--- config.mk ---
export PLATFORM = sky130hd
export DESIGN_NAME = seg_scan_ctrl_flat
export DESIGN_NICKNAME = d
export VERILOG_FILES = /design/src/rtl/seg_scan_if.sv /design/src/rtl/seg_scan_ctrl.sv /design/src/flat_wrapper.sv
export SDC_FILE = /design/constraint.sdc
export NUM_CORES = 1
export LEC_CHECK = 0
export CAP_MARGIN = 20
export CORE_ASPECT_RATIO = 1.25
export CORE_MARGIN = 2
export CORE_UTILIZATION = 45
export CTS_BUF_LIST = sky130_fd_sc_hd__clkbuf_16
export DETAILED_ROUTE_END_ITERATION = 7
export GPL_TIMING_DRIVEN = 1
export PLACE_DENSITY = 0.76
export SYNTH_ARGS = -nofsm -noshare
export SYNTH_HDL_FRONTEND = slang
export SYNTH_SLANG_ARGS = --single-unit
--- constraint.sdc ---
create_clock -name clk -period 2.3 [get_ports clk]
set_input_delay 0.575 -clock clk [delete_from_list [all_inputs] [get_ports clk]]
set_output_delay 0.575 -clock clk [all_outputs]
set_load 0.01 [all_outputs]
--- src/rtl/seg_scan_if.sv ---
// Load handshake between a value producer and seg_scan_ctrl.
interface seg_scan_if #(
    parameter int NUM_DIGITS = 4
) ();
    logic                    load_valid;
    logic                    load_ready;
    logic [4*NUM_DIGITS-1:0] load_data;

    modport master (output load_valid, output load_data, input load_ready);
    modport slave  (input load_valid, input load_data, output load_ready);
endinterface

--- src/rtl/seg_scan_ctrl.sv ---
// Multiplexed 7-segment scan controller with blanking gaps and frame-boundary commit.
// Optional build macro: LEADING_ZERO_BLANK_EN (suppress leading zero digits).
module seg_scan_ctrl #(
    parameter int NUM_DIGITS  = 4,
    parameter int REFRESH_DIV = 50000,
    parameter int BLANK_CYC   = 500
) (
    input  logic                  clk,
    input  logic                  reset,
    seg_scan_if.slave             load,
    output logic [3:0]            bcd_out,
    output logic [NUM_DIGITS-1:0] digit_n,
    output logic                  frame_done
);
    localparam int MAXC = (REFRESH_DIV > BLANK_CYC) ? REFRESH_DIV : BLANK_CYC;
    localparam int CW   = (MAXC > 1) ? $clog2(MAXC) : 1;
    localparam int IW   = (NUM_DIGITS > 1) ? $clog2(NUM_DIGITS) : 1;

    typedef enum logic {BLANK, SHOW} state_t;

    state_t                         state, state_nxt;
    logic [CW-1:0]                  cnt;
    logic [IW-1:0]                  idx, idx_nxt;
    logic [NUM_DIGITS-1:0][3:0]     active, shadow, active_nxt;
    logic                           pending;
    logic                           blank_end, show_end, last, boundary, take, lit;

    function automatic logic digit_lit(input logic [NUM_DIGITS-1:0][3:0] val,
                                       input logic [IW-1:0] i);
        logic on;
`ifdef LEADING_ZERO_BLANK_EN
        logic upper_zero;
`endif
        on = (val[i] <= 4'd9);
`ifdef LEADING_ZERO_BLANK_EN
        upper_zero = 1'b1;
        for (int j = 0; j < NUM_DIGITS; j++)
            if (j >= int'(i) && val[j] != 4'd0) upper_zero = 1'b0;
        if (i != '0 && upper_zero) on = 1'b0;
`endif
        return on;
    endfunction

    always_comb begin
        blank_end  = (state == BLANK) && (cnt == CW'(BLANK_CYC - 1));
        show_end   = (state == SHOW)  && (cnt == CW'(REFRESH_DIV - 1));
        last       = (idx == IW'(NUM_DIGITS - 1));
        boundary   = show_end && last;
        take       = load.load_valid && load.load_ready;
        state_nxt  = state;
        idx_nxt    = idx;
        if (blank_end) state_nxt = SHOW;
        if (show_end) begin
            state_nxt = BLANK;
            idx_nxt   = last ? '0 : idx + 1'b1;
        end
        // Commit only at the frame edge so a frame never mixes old and new digits.
        active_nxt = (boundary && pending) ? shadow : active;
        lit        = (state_nxt == SHOW) && digit_lit(active_nxt, idx_nxt);
    end

    // Outputs are registered from next-state values so they line up with the state they describe.
    always_ff @(posedge clk) begin
        if (reset) begin
            state           <= BLANK;
            idx             <= '0;
            cnt             <= '0;
            active          <= '0;
            shadow          <= '0;
            pending         <= 1'b0;
            load.load_ready <= 1'b1;
            digit_n         <= '1;
            bcd_out         <= 4'd0;
            frame_done      <= 1'b0;
        end else begin
            state      <= state_nxt;
            idx        <= idx_nxt;
            cnt        <= (state_nxt != state) ? '0 : cnt + 1'b1;
            active     <= active_nxt;
            frame_done <= boundary;
            if (take) begin
                shadow          <= load.load_data;
                pending         <= 1'b1;
                load.load_ready <= 1'b0;
            end else if (boundary && pending) begin
                pending         <= 1'b0;
                load.load_ready <= 1'b1;
            end
            bcd_out <= active_nxt[idx_nxt];
            digit_n <= ~(lit ? (NUM_DIGITS'(1) << idx_nxt) : NUM_DIGITS'(0));
        end
    end
endmodule
--- src/flat_wrapper.sv ---
// flat-port wrapper written by rule: the top's interface ports become plain ports
module seg_scan_ctrl_flat 
#(
    parameter int NUM_DIGITS  = 4,
    parameter int REFRESH_DIV = 50000,
    parameter int BLANK_CYC   = 500
)
  (clk, reset, bcd_out, digit_n, frame_done, load_load_valid, load_load_data, load_load_ready);
  seg_scan_if #(.NUM_DIGITS(NUM_DIGITS)) load_i ();
  input  logic clk;
  input  logic reset;
  output logic [3:0] bcd_out;
  output logic [NUM_DIGITS-1:0] digit_n;
  output logic frame_done;
  input wire logic [$bits(load_i.load_valid)-1:0] load_load_valid;
  input wire logic [$bits(load_i.load_data)-1:0] load_load_data;
  output wire logic [$bits(load_i.load_ready)-1:0] load_load_ready;
  assign load_i.load_valid = load_load_valid;
  assign load_i.load_data = load_load_data;
  assign load_load_ready = load_i.load_ready;
  seg_scan_ctrl #(.NUM_DIGITS(NUM_DIGITS), .REFRESH_DIV(REFRESH_DIV), .BLANK_CYC(BLANK_CYC)) u_core (.clk(clk), .reset(reset), .load(load_i), .bcd_out(bcd_out), .digit_n(digit_n), .frame_done(frame_done));
endmodule
== Word level (Yosys, flattened, before mapping) ==
Index checks and enable logic that the tools add are counted.

* Register bits: 62
* Input bits: 19
* Output and inout port bits: 10
* Word-level logic and storage cells: 47

* Add/sub/neg operators: 2
* Magnitude comparators: 2
* Equal/unequal tests: 4
* Shifts and indexed selects: 1
* Mux-type cells: 12
* Bitwise gates (word level): 2
* Reductions and logical operators: 8

{| class="wikitable"
|+ Operators by type and width
! kind !! count
|-
| $add A16 B1 Y16 const B || 1
|-
| $eq A16 B16 Y1 const B || 1
|-
| $eq A16 B9 Y1 const B || 1
|-
| $mux W16 || 1
|-
| $bmux W4 S2 || 1
|-
| $mux W4 || 2
|-
| $logic_and A1 B1 Y1 || 6
|-
| $mux W1 || 6
|-
| $le A4 B4 Y1 const B || 1
|-
| $mux W2 || 2
|-
| $not A4 Y4 || 1
|-
| $shl A1 B2 Y4 const A || 1
|-
| $lt A2 B3 Y1 const B || 1
|-
| $add A2 B1 Y2 const B || 1
|-
| $eq A2 B2 Y1 const B || 1
|-
| $reduce_bool A2 Y1 || 1
|-
| $reduce_or A2 Y1 || 1
|-
| $ne A1 B1 Y1 || 1
|-
| $not A1 Y1 || 1
|}

== Depth between registers and ports, before layout ==
Gate-level depths: netlist of the first run.

* Depth in word-level cells: 11
* Gate-level depth with buffers: 11
* Mapped depth without buffers: 9

== Worst setup path after synthesis of the first run ==
Ideal clock, no wire load.

* Kind: register -> register
* Start point: reg u_core.cnt[0]
* End point: reg u_core.digit_n[0]
* Setup time: 0.151 ns
* Arrival: 2.249 ns
* Data required time: 2.149 ns
* Path slack: -0.099 ns
* Stages on the path, launching flop included: 12
* Buffers on the path: 2
* Clock period less this slack: 2.399 ns
* Path through: dfxtp_1 ha_1 and3_1 buf_4 and3_4 nand4_2 buf_2 mux2i_1 mux2i_1 mux2_2 o21ai_2 nand4_1

* Cells in the longest elaborated chain, start to end: 11
* Elaborated cells on any way between the ends: 17
* Classes of those cells: 1 x order compare; 2 x eq/ne; 1 x shift; 7 x mux; 1 x bitwise; 5 x reduce/logical

{| class="wikitable"
|+ RTL lines
! item !! RTL line !! source
|-
| start: declaration || seg_scan_ctrl.sv:22 || <nowiki>logic [CW-1:0] cnt;</nowiki>
|-
| start signal: assignment || seg_scan_ctrl.sv:78 || <nowiki>cnt <= (state_nxt != state) ? '0 : cnt + 1'b1;</nowiki>
|-
| $eq A16 B16 Y1 || seg_scan_ctrl.sv:46 || <nowiki>show_end = (state == SHOW) && (cnt == CW'(REFRESH_DIV - 1));</nowiki>
|-
| $logic_and A1 B1 Y1 || seg_scan_ctrl.sv:46 ||
|-
| $logic_and A1 B1 Y1 || seg_scan_ctrl.sv:48 || <nowiki>boundary = show_end && last;</nowiki>
|-
| $logic_and A1 B1 Y1 || seg_scan_ctrl.sv:58 || <nowiki>active_nxt = (boundary && pending) ? shadow : active;</nowiki>
|-
| $mux W16 || seg_scan_ctrl.sv:58 ||
|-
| $bmux W4 S2 || seg_scan_ctrl.sv:34 || <nowiki>on = (val[i] <= 4'd9);</nowiki>
|-
| $mux W4 (implied by the code) || seg_scan_ctrl.sv:34 ||
|-
| $le A4 B4 Y1 || seg_scan_ctrl.sv:34 ||
|-
| $logic_and A1 B1 Y1 || seg_scan_ctrl.sv:59 || <nowiki>lit = (state_nxt == SHOW) && digit_lit(active_nxt, idx_nxt);</nowiki>
|-
| $mux W4 (*) || seg_scan_ctrl.sv:90 || <nowiki>digit_n <= ~(lit ? (NUM_DIGITS'(1) << idx_nxt) : NUM_DIGITS'(0));</nowiki>
|-
| $not A4 Y4 (*) || seg_scan_ctrl.sv:90 ||
|-
| end signal: assignment || seg_scan_ctrl.sv:90 ||
|-
| end: declaration || seg_scan_ctrl.sv:12 || <nowiki>output logic [NUM_DIGITS-1:0] digit_n,</nowiki>
|}

Every way passes the cells marked *; elsewhere a longest branch is shown, timed or not. The select of a mux whose other input is x is not followed.
A chain may end at the register's enable or synchronous reset.

== Worst setup path after layout of the first run ==
* Start point: reg u_core.cnt[0]
* End point: reg u_core.digit_n[2]

Same word-level chain as after synthesis.

==> results of run 1 <==
## placed cells by master, fill, tap and decap left out, drive strengths merged
cell type / instances
a211o: 2
a211oi: 1
a21boi: 1
a21oi: 18
a31oi: 1
and2: 2
and3: 6
and4: 2
buf: 28
bufinv: 2
clkbuf: 9
clkdlybuf4s50: 28
clkinv: 4
clkinvlp: 1
dfxtp: 62
ha: 2
inv: 4
mux2: 4
mux2i: 26
nand2: 40
nand3: 8
nand4: 4
nand4b: 3
nor2: 40
nor2b: 4
nor3: 1
nor4: 1
nor4b: 1
o211ai: 1
o21ai: 3
xnor2: 3
xor2: 11
## power by group through the flow
| stage | logic (mW) | clock network (mW) | registers [mW] |
|---|---|---|---|
| after detailed placement | 0.103 | 0 | 1.14 |
| after global routing | 0.128 | 1.48 | 1.12 |
| after global placement | 0.101 | 0 | 1.13 |
| after floorplan | 0.0529 | 0 | 1.13 |
| after CTS | 0.105 | 1.43 | 1.11 |
| final | 0.114 | 1.40 | 1.12 |
## worst paths after layout
kind | endpoint | slack [ns] | cells after the start
max reg2reg | u_core.digit_n[2] | 0.007 | 10
min | u_core.shadow[9] | 0.46 | 2
max | u_core.digit_n[2] | 0.007 | 10
min reg2reg | u_core.shadow[9] | 0.46 | 2
## registers in the layout (all words and copies together) (netlist names)
| register | count |
|---|---|
| u_core.active | 16 |
| u_core.bcd_out | 4 |
| u_core.pending | 1 |
| u_core.load.load_ready | 1 |
| u_core.frame_done | 1 |
| u_core.cnt | 16 |
| u_core.digit_n | 4 |
| u_core.shadow | 16 |
| u_core.idx | 2 |
| u_core.state | 1 |
## kinds of logic after synthesis
kind of cell	count (synthesis)	share of synthesized area, %
compound gates	27	6.22
mux	30	13.0
xor+xnor	14	4.92
flops	62	49.8
buf+inv	18	3.26
fa+ha+maj	2	1.00
simple gates	112	21.8
## final cells by class
type,instances,share of cell area [%]
clock buffer,9,6.38
tap,64,2.27
clock inverter,7,2.52
timing repair buffer,56,15.1
sequential,62,35.3
multi-input combinational,185,38.1
inverter,4,0.425
## timing repair
item	CTS	global route
gates resized for setup	13	20
setup buffers	6	6
hold endpoints to repair	0	0
gates cloned	1	0
setup endpoints to repair	4	5
pin swaps	4	5
hold buffers	0	0
## layer usage
layer	track usage [%]	routed length [um]	vias to the layer above
li1	-	-	1006
met1	20.3	2210	946
met2	30.8	2890	68
met3	4.28	245	18
met4	12.9	196	0
met5	0	0	-
## tightest hold or removal path: cells and delay by family, from the launching register on
kind | cells | cell delay, ns
AO/OA/AOI/OAI | 1 | 0.05
flip-flops | 1 | 0.31
AND/OR/NAND/NOR | 1 | 0.05
## stage by stage
step	utilization, %	instance area (um^2)
final	65.3	3530
after global routing	65.3	3530
after CTS	62.8	3390
after detailed placement	54.3	2940
after global placement	54.3	2940
after floorplan	-	2510
==> flow_summary.ini, run 1 <==
[status]
status = finished clean

[global_routing]
grt_max_degree = 42
track_usage_pct = 18.3
grt_pass1_wl_mm = 8.65
antenna_found_initial = 0
grt_pass1_vias = 1941
gr-total-overflow = 0

[power_and_ir_drop]
finalPower_mw = 2.64
intPower_mw = 2.10
clkPwrFrac_pct = 53.2
combPwrFrac_pct = 4.3
power_frac_seq_pct = 42.4
swShare_pct = 20.5
power_switching_uw = 540
leakage_nw = 1.45
powerDensity_mw_per_mm2 = 747
ir_drop_mv = 0.560

[setup_path]
critPathMaxFanout = 16
path_delay_family = multiplexers
r2r-start = u_core.cnt[0]
required_ns = 2.48
cp_slowest_cell = dfxtp_2
cp-start-kind = register
cp_num_buf_inv = 1
crit_path_end_kind = register
cp.arrival_ns = 2.47
worstSetupPathType = register to register
crit_path_cell_trace = ha_4, and3_4, and3_4, nand3_4, mux2i_4, buf_12, mux2i_1, mux2_4, o21ai_4, nand4b_1
cp_slowest_stage_delay_ns = 0.35
cp_common_cell = and3_4
crit_path_start = u_core.cnt[0]

[timing]
relSlewSlack_pct = 60.1
fin_setup_tns_ns = 0
rsz0062_at_grt = yes
skew_ns = 0.00388
final_max_slew_viol_count = 0
worst_hold_slack_ns = 0.460
min_period_ns = 2.29
layout_setup_ws_ns = 0.00714
worst_pin_slew_ns = 0.597
hold_violations = 0
clock.fmax_mhz = 436
fin_crit_sh_pct = 99.7
setup_viol = 0

[routing]
drc_errors = 0
routed_wl_mm = 5.54
drt_iter0_drc = 108
vias = 2038
firstDrtPassIters = 4
routedWlPerCell_um = 14.3
ant_nets = 0
viasPerCell = 5.27

[synthesis]
synth_fp_nets = 286
synth-seq-cells = 62
synth_enable_flop_cells = 0
synth_cells = 265
synth.top_cell.area_share_pct = 49.8
async_reset_ff_share_pct = 0
synth.most_common_cell = dfxtp_1
synth_common_cells = dfxtp_1, nand2_1, nor2_1
synth_area_mm2 = 0.00249
yosys.cell_types.count = 39
yosysSeqAreaShare_pct = 49.8
synth_area_leaders = dfxtp_1, mux2i_1, nand2_1
ys_warn_count = 0
synth_ff_type = dfxtp_1
syn_area_per_cell_um2 = 9.41
synth_top_area_cell = dfxtp_1

[floorplanning]
die_x_um = 70.6
ioPinCount = 29
start_util_pct = 46.1
fp.dieH_um = 87.2
die_area_mm2 = 0.00616
coreArea_mm2 = 0.00541
rows = 30

[min_path]
hp-class = register to register
min-delay-start = u_core.shadow[9]

[run]
cap_violations = 0

[placement]
placed_cells = 358
dp_slack_ns = -0.0320
port_buffers = 28
hpwl_mm = 3.39
routabilityCongestion = 0.794

[final_layout]
regArea_mm2 = 0.00125
num-fill-cells = 415
syn_to_final_growth_pct = 41.6
multi_input_area_mm2 = 0.00134
drive_gt1_share_pct = 22.0
nets = 339
fin_cells = 387
antenna_cells = 0

[cts]
clkSlewWorstSetupHoldPaths_ns = 0.05
h-tree-depth = 3
clock-root-buffer = clkbuf_16
clock_sinks = 62
clk_latency_ns = 0.32
cts_max_path_buffers = 2
cts_made_buffers = 9
cts_tree = built
Power figures use the tool's default switching activity.
==> run 2: changes to the inputs <==
- CTS_BUF_LIST: sky130_fd_sc_hd__clkbuf_16 -> sky130_fd_sc_hd__clkbuf_4 sky130_fd_sc_hd__clkbuf_8 sky130_fd_sc_hd__clkbuf_16
==> run 2 against run 1 <==
  * Sequential share of layout area up 0.89 points
  * Highest routed layer unchanged
  * Clock power down 22%
  * Flip-flop and latch count unchanged
==> flow_summary.ini, run 2 (synthesis results as in run 1) <==
[routing]
routedWlPerCell_um = 14.1
vias = 2026
drc_errors = 0
firstDrtPassIters = 4
viasPerCell = 5.25
drt_iter0_drc = 90
routed_wl_mm = 5.45
ant_nets = 0

[run]
cap_violations = 0

[cts]
cts_tree = built
clock-root-buffer = clkbuf_8
clkSlewWorstSetupHoldPaths_ns = 0.07
cts_made_buffers = 9
cts_hold_buf = 0
clk_latency_ns = 0.34
clock_sinks = 62
h-tree-depth = 3
cts_max_path_buffers = 2

[final_layout]
nets = 338
antenna_cells = 0
fin_util_pct = 63.7
final_cell_mix = dfxtp_1, nand2_1, nor2_1
top_regs = u_core.active (16), u_core.cnt (16), u_core.shadow (16)
final_common_cell = dfxtp_1
syn_to_final_growth_pct = 38.0
stdcell_area_mm2 = 0.00344
num-fill-cells = 421
drive_gt1_share_pct = 22.0

[setup_path]
r2r_slack_ns = 0.03
cp.arrival_ns = 2.47
required_ns = 2.50
crit_path_end_kind = register
cp-start-kind = register
critPathMaxFanout = 8
worstSetupPathType = register to register

[status]
status = finished clean

[placement]
port_buffers = 28
routabilityCongestion = 0.794
hpwl_mm = 3.39
dp_slack_ns = -0.0320
post_dp_cell_area_mm2 = 0.00294

[floorplanning]
rows = 30
die_area_mm2 = 0.00616
fp.dieH_um = 87.2
die_x_um = 70.6
ioPinCount = 29
coreArea_mm2 = 0.00541
start_util_pct = 46.1

[timing]
layout_setup_ws_ns = 0.0266
worst_pin_slew_ns = 0.611
setup_viol = 0
relSlewSlack_pct = 59.1
fin_crit_sh_pct = 98.8
min_period_ns = 2.27
skew_ns = 0.00766
hold_violations = 0
clock.fmax_mhz = 440
final_max_slew_viol_count = 0
fin_setup_tns_ns = 0

[global_routing]
grt_pass1_wl_mm = 8.57
grt_max_degree = 42
gr-total-overflow = 0
grt_pass1_vias = 1869
track_usage_pct = 18.0
antenna_found_initial = 0

[power_and_ir_drop]
powerDensity_mw_per_mm2 = 674
leakage_nw = 1.41
ir_drop_mv = 0.502
finalPower_mw = 2.32

[min_path]
hp-class = register to register
[run 2: cell types whose count changed in the layout (fill, tap and decap cells not counted)]
cell | previous run | this run
clkbuf_8 | 0 | 11
clkbuf_16 | 9 | 0
clkinv_1 | 2 | 0
buf_4 | 24 | 23
dfxtp_1 | 58 | 59
dfxtp_2 | 4 | 3
[run 2: final cells by class]
class                   count  area [um^2]  share of cell area (%)
flip-flops and latches     62         1240                    36.2
repair buffers             55          524                    15.2
clock buffers              11          151                    4.40
well taps                  64         80.1                    2.33
inverters                   4         15.0                   0.436
multi-input cells         185         1340                    39.1
clock inverters             5         81.3                    2.36
[run 2: worst paths after layout]
check / from / depth (start not counted) / endpoint
setup / recovery: u_core.cnt[0] / 10 / u_core.digit_n[2]
hold reg to reg: u_core.shadow[12] / 2 / u_core.shadow[12]
setup reg to reg: u_core.cnt[0] / 10 / u_core.digit_n[2]
hold / removal: u_core.shadow[12] / 2 / u_core.shadow[12]
[run 2: per-stage QoR]
step,std cells,hold WS [ns]
floorplan,265,0.428
global placement,358,0.446
CTS,380,0.459
global route,386,0.496
detailed placement,358,0.450
finish,386,0.478
[run 2: where the power goes]
part           internal (mW)  switching (mW)  leakage (nW)
sequential              1.10          0.0212         0.504
clock                  0.669           0.418         0.116
combinational         0.0601          0.0550         0.795
[run 2: per-layer routing]
metal | vias up | track usage [%] | routed length [um]
met1 | 945 | 21.0 | 2120
met4 | 0 | 8.40 | 146
met5 | - | 0 | 0
met2 | 64 | 30.5 | 2930
met3 | 16 | 5.32 | 247
li1 | 1001 | - | -
[run 2: critical path: stages (launching register included)]
cell	delay [ns]
dfxtp_2	0.35
ha_4	0.14
and3_4	0.18
and3_4	0.23
nand4_4	0.12
buf_12	0.19
mux2i_1	0.23
mux2i_1	0.12
mux2_4	0.30
o21ai_4	0.15
nand4b_1	0.12
[run 2: timing repair]
| item | in CTS | in global routing |
|---|---|---|
| cloned | 1 | 0 |
| setup buffers | 5 | 6 |
| endpoints found under the setup margin | 4 | 4 |
| pin swaps | 2 | 5 |
| resized for setup | 11 | 21 |
==> run 3: changes to the inputs <==
- CORE_MARGIN: 2 -> 4
==> run 3 against run 2 <==
  * Core utilization is 1.2 points lower
  * Flip-flop and latch count stayed put
  * Fmax is 2.0% higher
  * First-iteration DRC count is 28% lower
  * Via count is 3.8% lower
  * Power is 1.9% lower
  * Worst setup slack better by 0.045 ns
  * Critical endpoint is now u_core.digit_n[0]
  * Largest cell class unchanged
  * Highest routed layer unchanged
==> flow_summary.ini, run 3 (synthesis results as in run 1) <==
[final_layout]
drive_gt1_share_pct = 20.3
syn_to_final_growth_pct = 35.3
antenna_cells = 0
top_regs = u_core.active (16), u_core.cnt (16), u_core.shadow (16)
final_cell_mix = dfxtp_1, nand2_1, nor2_1
final_common_cell = dfxtp_1
nets = 332
fin_cells = 380

[routing]
drt_iter0_drc = 65
routed_wl_mm = 5.32
viasPerCell = 5.13
firstDrtPassIters = 4
drc_errors = 0
ant_nets = 0
vias = 1949
routedWlPerCell_um = 14.0

[power_and_ir_drop]
leakage_nw = 1.39
ir_drop_mv = 0.421
intPower_mw = 1.79
combPwrFrac_pct = 4.7
finalPower_mw = 2.28
powerDensity_mw_per_mm2 = 675
power_switching_uw = 488
power_frac_seq_pct = 49.0
swShare_pct = 21.4
clkPwrFrac_pct = 46.2

[timing]
worst_pin_slew_ns = 0.664
layout_setup_ws_ns = 0.0718
min_period_ns = 2.23
relSlewSlack_pct = 55.7
final_max_slew_viol_count = 0
clock.fmax_mhz = 449
fin_crit_sh_pct = 96.9
hold_violations = 0
setup_viol = 0
skew_ns = 0.00630

[global_routing]
grt_pass1_wl_mm = 8.30
grt_pass1_vias = 1906
antenna_found_initial = 0
track_usage_pct = 16.0
grt_max_degree = 42
gr-total-overflow = 0

[setup_path]
critPathMaxFanout = 7
r2r_slack_ns = 0.07
r2r_cells = 10
required_ns = 2.51
r2r-start = u_core.cnt[1]
r2r_end = u_core.digit_n[0]
cp_num_buf_inv = 1
crit_path_start = u_core.cnt[1]
cp-start-kind = register
cp.arrival_ns = 2.44
crit_path_end_kind = register
path_delay_family = simple AND/OR/NAND/NOR gates
cp_common_cell = and3_4
cp_slowest_cell = dfxtp_2
crit_path_cell_trace = ha_4, and3_4, and3_4, nand4_4, buf_12, mux2i_4, mux2i_1, mux2_2, o21ai_4, nand4_1
worstSetupPathType = register to register
cp_slowest_stage_delay_ns = 0.36

[floorplanning]
coreArea_mm2 = 0.00541
die_x_um = 74.6
start_util_pct = 46.1
die_area_mm2 = 0.00680
rows = 30
fp.dieH_um = 91.2
ioPinCount = 29

[placement]
placed_cells = 360
port_buffers = 28
routabilityCongestion = 0.864
hpwl_mm = 3.41
dp_slack_ns = 0.0499

[min_path]
hp-class = register to register
hold_path_end = u_core.shadow[11]
holdPathStages = 2
min-delay-start = u_core.shadow[11]

[cts]
cts_max_path_buffers = 2
h-tree-depth = 3
clock_sinks = 62
clk_latency_ns = 0.34
clock-root-buffer = clkbuf_8
clkSlewWorstSetupHoldPaths_ns = 0.07
cts_tree = built
cts_made_buffers = 9

[status]
status = finished clean

[run]
cap_violations = 0
## run 3: repair_timing
action                     CTS  global route
setup buffers                0             4
hold buffers                 0             0
cloned                       0             1
pin swaps                    0             4
setup endpoints to repair    3             4
resized for setup            1            26
## run 3: layout make-up
| type | instances | area [um^2] |
|---|---|---|
| multi-input cells | 185 | 1330 |
| fillers | 437 | 2030 |
| well taps | 64 | 80.1 |
| flip-flops and latches | 62 | 1240 |
| inverters | 4 | 15.0 |
| repair buffers | 49 | 480 |
| clock buffers | 10 | 138 |
| clock inverters | 6 | 85.1 |
## run 3: worst max-delay path by stage
stage	to	cells past startpoint
4_1_cts	u_core.digit_n[2]	10
5_1_grt	u_core.digit_n[2]	10
6_report	u_core.digit_n[0]	10
3_5_place_dp	u_core.digit_n[2]	10
3_3_place_gp	u_core.digit_n[2]	10
2_1_floorplan	u_core.bcd_out[0]	10
## run 3: power groups by stage
| stage | clock network, mW | logic, mW | registers (mW) |
|---|---|---|---|
| 5_1_grt | 1.12 | 0.120 | 1.12 |
| 3_3_place_gp | 0 | 0.100 | 1.13 |
| 3_5_place_dp | 0 | 0.103 | 1.13 |
| 4_1_cts | 1.08 | 0.104 | 1.11 |
| 6_report | 1.05 | 0.108 | 1.12 |
| 2_1_floorplan | 0 | 0.0529 | 1.13 |
## run 3: worst reg2reg max path: stages, from the launching register on
cell and delay, ns:
dfxtp_2 0.36, ha_4 0.14, and3_4 0.19, and3_4 0.23
nand4_4 0.13, buf_12 0.20, mux2i_4 0.18, mux2i_1 0.11
mux2_2 0.31, o21ai_4 0.17, nand4_1 0.10
## run 3: per-layer routing
metal  track usage, %  share of wire, %
met1             18.0                41
met2             25.7                51
met3             5.65               4.4
met4             8.75               3.3
met5                0                 0
## run 3: stage by stage
stage | util (%) | hold WS (ns) | area (um^2) | TNS (ns)
after floorplan | - | 0.428 | 2510 | 0
after global placement | 54.6 | 0.448 | 2950 | 0
after detailed placement | 54.6 | 0.453 | 2950 | 0
after CTS | 58.8 | 0.462 | 3180 | 0
after global routing | 62.4 | 0.483 | 3370 | -0.145
final | 62.4 | 0.463 | 3370 | 0
